===== src/rtl/shift_unit_pipe.sv =====
// shift_unit_pipe: SHW-stage pipelined barrel shifter (SLL/SRL/SRA/ROR)
// with carry-out and a valid/ready handshake carrying full backpressure.
module shift_unit_pipe #(
    parameter int WIDTH = 16,
    parameter int SHW   = 4
) (
    input  logic             clk,
    input  logic             rst_n,
    input  logic             in_valid,
    output logic             in_ready,
    input  logic [WIDTH-1:0] in_data,
    input  logic [SHW-1:0]   in_shift,
    input  logic [1:0]       in_mode,
    output logic             out_valid,
    input  logic             out_ready,
    output logic [WIDTH-1:0] out_data,
    output logic             out_carry
);

    logic [SHW-1:0]   valid_q;
    logic [SHW-1:0]   valid_d;
    logic [SHW-1:0]   carry_q;
    logic [SHW-1:0]   carry_d;
    logic [WIDTH-1:0] data_q  [SHW];
    logic [WIDTH-1:0] data_d  [SHW];
    logic [1:0]       mode_q  [SHW];
    logic [1:0]       mode_d  [SHW];
    logic [SHW-1:0]   shift_q [SHW];
    logic [SHW-1:0]   shift_d [SHW];

    logic [SHW-1:0]   load;
    logic [SHW-1:0]   src_valid;
    logic [SHW-1:0]   src_carry;
    logic [WIDTH-1:0] src_data  [SHW];
    logic [1:0]       src_mode  [SHW];
    logic [SHW-1:0]   src_shift [SHW];

    // One stage's fixed shift by 2^k; returns {carry, data}.
    function automatic logic [WIDTH:0] stage_op(
        input logic [WIDTH-1:0] d,
        input logic [1:0]       m,
        input int unsigned      k
    );
        int unsigned      a;
        logic [WIDTH-1:0] r;
        logic [WIDTH-1:0] t;
        a = 1 << k;
        unique case (m)
            2'b00: begin
                r = d << a;
                t = d >> (WIDTH - a);
            end
            2'b01: begin
                r = d >> a;
                t = d >> (a - 1);
            end
            2'b10: begin
                r = WIDTH'($signed(d) >>> a);
                t = d >> (a - 1);
            end
            default: begin
                r = (d >> a) | (d << (WIDTH - a));
                t = d >> (a - 1);
            end
        endcase
        return {t[0], r};
    endfunction

    // Stage k may load if out_ready or any stage from k onward is empty.
    always_comb begin
        load = '0;
        for (int k = 0; k < SHW; k++) begin
            load[k] = out_ready |
                      ~(&(valid_q | SHW'((1 << k) - 1)));
        end
    end

    assign in_ready = rst_n & load[0];

    always_comb begin
        src_valid    = '0;
        src_carry    = '0;
        src_valid[0] = in_valid & in_ready;
        src_data[0]  = in_data;
        src_mode[0]  = in_mode;
        src_shift[0] = in_shift;
        for (int k = 1; k < SHW; k++) begin
            src_valid[k] = valid_q[k-1];
            src_carry[k] = carry_q[k-1];
            src_data[k]  = data_q[k-1];
            src_mode[k]  = mode_q[k-1];
            src_shift[k] = shift_q[k-1];
        end
    end

    always_comb begin
        logic [WIDTH:0] op;
        logic           do_shift;
        valid_d = valid_q;
        carry_d = carry_q;
        for (int k = 0; k < SHW; k++) begin
            data_d[k]  = data_q[k];
            mode_d[k]  = mode_q[k];
            shift_d[k] = shift_q[k];
            op         = stage_op(src_data[k], src_mode[k], k);
            do_shift   = |(src_shift[k] & SHW'(1 << k));
            if (load[k]) begin
                valid_d[k] = src_valid[k];
            end
            if (load[k] && src_valid[k]) begin
                data_d[k]  = do_shift ? op[WIDTH-1:0] : src_data[k];
                carry_d[k] = do_shift ? op[WIDTH] : src_carry[k];
                mode_d[k]  = src_mode[k];
                shift_d[k] = src_shift[k];
            end
        end
    end

    always_ff @(posedge clk or negedge rst_n) begin
        if (!rst_n) begin
            valid_q <= '0;
            carry_q <= '0;
            for (int k = 0; k < SHW; k++) begin
                data_q[k]  <= '0;
                mode_q[k]  <= '0;
                shift_q[k] <= '0;
            end
        end else begin
            valid_q <= valid_d;
            carry_q <= carry_d;
            for (int k = 0; k < SHW; k++) begin
                data_q[k]  <= data_d[k];
                mode_q[k]  <= mode_d[k];
                shift_q[k] <= shift_d[k];
            end
        end
    end

    assign out_valid = valid_q[SHW-1];
    assign out_data  = data_q[SHW-1];
    assign out_carry = carry_q[SHW-1];

endmodule


===== config.mk =====
export PLATFORM = sky130hd
export DESIGN_NAME = shift_unit_pipe
export DESIGN_NICKNAME = d
export VERILOG_FILES = /design/src/rtl/shift_unit_pipe.sv
export SDC_FILE = /design/constraint.sdc
export NUM_CORES = 1
export LEC_CHECK = 0
export CORE_MARGIN = 3
export CORE_UTILIZATION = 40
export DETAILED_ROUTE_END_ITERATION = 12
export SETUP_SLACK_MARGIN = 0.4
export SLEW_MARGIN = 15
export SYNTH_ARGS = -nofsm -noshare
export SYNTH_HDL_FRONTEND = slang
export SYNTH_SLANG_ARGS = --single-unit

===== constraint.sdc =====
create_clock -name clk -period 1.6 [get_ports clk]
set_clock_uncertainty 0.05 [all_clocks]
set_input_delay 0.32 -clock clk [delete_from_list [all_inputs] [get_ports clk]]
set_output_delay 0.32 -clock clk [all_outputs]
set_load 0.005 [all_outputs]

* After elaboration in Yosys (flattened, before gate mapping) *
Cells that the tools add are included.

storage, ports and cells
  register bits after elaboration = 90
  input port bits = 26
  output and inout port bits = 19
  word-level logic and storage cells = 67

operators by class
  equality and inequality tests = 8
  mux-type cells = 16
  bitwise operators = 14
  reductions and logical operators = 11

operators by type and width
  kind                                           count
  case mux 16 bit (3 select lines)               4
  2-to-1 mux 16 bit                              4
  bitwise OR 12 x 16 -> 16 bit                   1
  bitwise OR 14 x 16 -> 16 bit                   1
  bitwise OR 15 x 16 -> 16 bit                   1
  bitwise OR 8 x 16 -> 16 bit                    1
  == test 2 x 1 -> 1 bit, second input constant  4
  == test 2 bit, second input constant           4
  zero test 2 bit                                4
  2-to-1 mux 1 bit                               8
  logical AND 1 bit                              4
  inverter 1 bit                                 4
  bitwise OR 1 bit                               4
  AND reduction 4 bit                            1
  AND reduction 3 bit                            1
  bitwise AND 1 bit                              2
  AND reduction 2 bit                            1

* Depth between registers and ports, before layout *
  depth in word-level cells = 6
  mapped depth = 5
  depth with buffers taken out = 3

* Least setup slack after synthesis *
Ideal clock, no wire load.

  path kind = register to register
  start = register valid_q[3]
  end = register data_q[48] (netlist name)
  setup time = 0.125 ns
  data arrival time = 1.343 ns
  path slack = 0.082 ns
  stages on the path, launching flop included = 5
  path buffers = 1
  cells stage by stage = dfrtp_1 nand4b_4 o21bai_2 buf_2 mux2_2

between the ends
  word-level cells in the longest chain between the ends = 6

ends and longest elaborated chain
  item                             line  RTL
  from (decl)                      20    logic [SHW-1:0] valid_q;
  from (signal assigned)           129   valid_q <= valid_d;
  AND reduction 4 bit *            74    ~(&(valid_q | SHW'((1 << k) - 1)));
  inverter 1 bit *                 74
  bitwise OR 1 bit *               73    load[k] = out_ready |
  bitwise AND 1 bit                78    assign in_ready = rst_n & load[0];
  bitwise AND 1 bit                83    src_valid[0] = in_valid & in_ready;
  logical AND 1 bit *              110   if (load[k] && src_valid[k]) begin
  to (signal, indexed assignment)  132   data_q[k] <= data_d[k];
  to (decl)                        24    logic [WIDTH-1:0] data_q [SHW];

Every way passes the cells marked *; elsewhere a longest branch is shown, timed or not.
A chain may end at the register's enable or synchronous reset.

* Final worst setup path *
  start = register valid_q[2]
  end = register data_q[23] (netlist name)

between the ends
  word-level cells in the longest chain between the ends = 4

ends and longest elaborated chain
  item                 line
  AND reduction 2 bit  74
  inverter 1 bit       74
  bitwise OR 1 bit     73
  logical AND 1 bit    110

No other way between the ends.

==> impl_summary.txt <==
----------------------------------------------------
[Critical path]
  Startpoint kind of the worst setup timing path ... flip-flop
  Depth of the worst register-to-register path ... 7
  Top fanout value on the critical path ... 11
  Flop2flop setup slack ... -160 ps
  Worst path required time ... about 1800 ps
  Start-to-end type of the worst setup path ... reg2reg
  CP Data Arrival Time ... 1940 ps
  Worst R2R Start ... valid_q[2]
  Terminus of the critical flop-to-flop path ... data_q[23]
  Kind of end point of the critical path ... flip-flop

[Layout]
  Area of the multi-input gates ... 3020 um^2
  Layout fillers ... around 1000
  Area used by sequential logic in the layout ... 2110 um^2
  Final design instance area without fill ... 7040 um^2
  Most used cells in the layout excluding fill and tap cells ... dfrtp_1, mux2_4, buf_4
  Count of nets after finishing ... 601
  Core Util, Final ... 58.4%
  Most common library cell in the layout ignoring fill and taps ... dfrtp_1
  Fraction of final layout cells sized beyond drive strength 1 ... 44.8%
  Number of diodes ... 0
  Synth-to-Final Area Change ... 42.1%

[Placed design]
  IO Port Bufs ... 44
  Placer congestion estimate ... roughly 0.85
  Placed cell area ... between 6000 and 7000 um^2
  Detail Placement HPWL ... 8820 um

[GRT]
  Global-route met3 utilization ... 2.60%
  Pin count of the biggest net entering global routing ... 85
  Global-route total usage across every layer ... 19.5%
  Routing usage on met1 ... 27.1%
  Vias in the first global route ... between 4000 and 5000
  Remaining global-route overflow ... 0
  GRT met2 Usage ... a little under a third
  First-pass GRT wire length ... 21800 um
  Initial antenna violation count ... 0
  GRT Max-Usage Layer ... met2

[Yosys]
  Number of synthesized flops with an enable pin ... 0
  Synth warn ... 0
  Most frequently used flop master after synthesis ... dfrtp_1
  Post-synth top area share ... a little over two fifths
  Number of nets produced by synthesis ... around 520
  Seq/Total Area, Yosys ... 42.4%
  Number of different library cells in the post-synthesis netlist ... 39
  Flop and latch count out of synthesis ... 84
  Syn avg cell area ... 10.1 um^2
  Synthesized instance count ... 493
  Fraction of registers with async set or reset after synthesis ... 100%
  Largest area contributor in the synthesized netlist ... dfrtp_1
  Area of the mapped netlist ... 4960 um^2
  Biggest area contributors in the synthesized netlist ... dfrtp_1, mux2_1, a31oi_1

[Clocking]
  Clock tree from TritonCTS ... done
  H-tree lvl count ... 3
  Clock tree root driver cell ... clkbuf_16
  Clock-pin slew of the registers on the worst-case setup and hold paths ... 70 ps
  Clock Sink Count ... 84
  Clock insertion delay at the later pin of the skew report ... 340 ps
  Clk buf depth ... 2
  Cts-stage hold buffer count ... 0
  Clock buffer count from CTS ... 9

[STA]
  Count of endpoints failing setup in the final report ... 37
  Number of endpoints with negative hold slack in the final report ... 0
  Final critical-path share of the clock period ... 110%
  Transition time at the pin with the least slew margin ... about 450 ps
  Relative slew margins ... 69.8%
  Shortest clock period the worst path allows after layout ... 1760 ps
  Post-route setup TNS ... -3380 ps
  Unrepaired setup endpoints after global routing ... true
  Achievable Freq ... 0.569 GHz
  Final count of pins violating max slew ... 0
  Post-layout worst setup margin ... -157 ps

[Routing]
  Number of search-and-repair iterations in the first detailed-routing pass ... 4
  Via/cell ratio ... 5.63
  Iteration-0 DRC count of the detailed router ... 212
  Post-Route WL ... roughly 14000 um
  Post-DR wirelength/cell ... approximately 18 um
  Routed Antenna Nets ... 0
  Remaining DRCs ... 0
  Number of vias in the routed layout ... 4212

[Outcome]
  Violations in the final reports ... negative setup slack
  Status ... finished with violations

[Pwr]
  Cell leakage power ... around 3 nW
  P per Cell Area ... around 1500 nW/um^2
  Maximum vdd ir drop ... between 600 and 700 uV

[Min path]
  Classification of the worst-slack hold path ... in2async

[Die]
  Die Y-Extent ... 117 um
  Site row count ... 40
  Core area ... 12100 um^2
  Die footprint ... 13800 um^2
  I/O pins ... 45
  Width of the chip ... 117 um
  Initial core utilization ... 41.1%

[Run]
  Max-capacitance violation count ... 0

----------------------------------------------------
==> worst max-delay path by stage <==
| stage | from | to |
|---|---|---|
| final | valid_q[2] | data_q[23] |
| after detailed placement | out_ready | in_ready |
| after floorplan | valid_q[3] | data_q[48] |
| after global routing | valid_q[2] | data_q[20] |
| after global placement | out_ready | in_ready |
| after CTS | valid_q[2] | in_ready |
==> registers in the layout, summed over array words and instances (netlist names) <==
register and count:
mode_q 6, out_data 16, carry_q 4, shift_q 6
data_q 48, valid_q 4
==> logic make-up (layout without fill, tap and decap cells) <==
logic type             count (synthesis)  count (layout)  synth area share [%]
AOI/OAI and AO/OA                    169             169                  22.6
buffers and inverters                 68             153                  7.02
and+or+nand+nor                      110             112                  13.2
muxes                                 62              62                  14.7
DFF                                   84              84                  42.4
==> through the flow <==
| stage | total power, mW | setup slack, ps | instances | hold WS (ps) |
|---|---|---|---|---|
| 2_1_floorplan | 6.19 | 128 | 493 | -25.6 |
| 3_3_place_gp | 7.30 | -548 | 698 | 402 |
| 3_5_place_dp | 7.42 | -537 | 698 | 402 |
| 4_1_cts | 10.0 | -136 | 733 | 33.3 |
| 5_1_grt | 10.9 | -197 | 748 | 47.2 |
| 6_report | 10.3 | -157 | 748 | 2.15 |
==> worst max-delay path, cell delays in order (launching register included) <==
cell,delay (ps)
dfrtp_1,410
buf_4,170
buf_12,140
nand3b_1,140
and2_4,210
buf_12,110
buf_16,120
mux2_4,290
==> metal layers <==
layer  up-vias  part of all wire (%)
met3        18                   4.5
met1      2079                    45
met4         0                   1.8
met5         -                     0
met2       100                    48
li1       2015                     -
==> Yosys cell counts, types with 4 or more instances <==
library cell	n
a21oi_1	24
a221oi_1	13
a2bb2oi_1	11
a31oi_1	37
and2_1	4
buf_2	8
buf_4	16
clkbuf_1	33
dfrtp_1	84
inv_1	4
mux2_1	49
mux2_2	5
mux2_4	8
nand2_1	20
nor2_1	37
o211ai_1	18
o21ai_0	30
o21ai_1	9
o2bb2ai_1	18
or3b_1	24
or3b_2	11
==> cell type report <==
class                   count  share of cell area [%]
multi-input cells         343                    42.9
flip-flops and latches     84                    29.9
repair buffers            131                    19.2
clock buffers               9                    3.20
well taps                 168                    2.99
clock inverters             7                    1.42
inverters                   6                   0.391
==> power by group <==
part	switching, mW	internal (mW)	total, mW
clock	0.891	1.38	2.27
sequential	0.904	2.84	3.74
combinational	1.77	2.52	4.29
total	3.56	6.74	10.3
==> what timing repair did <==
action	in CTS	in global routing
pin swaps	16	11
setup buffers	13	13
resized for setup	128	37
cloned	6	2
hold endpoints to repair	0	0
endpoints found under the setup margin	99	100
(Power assumes the default switching activity.)
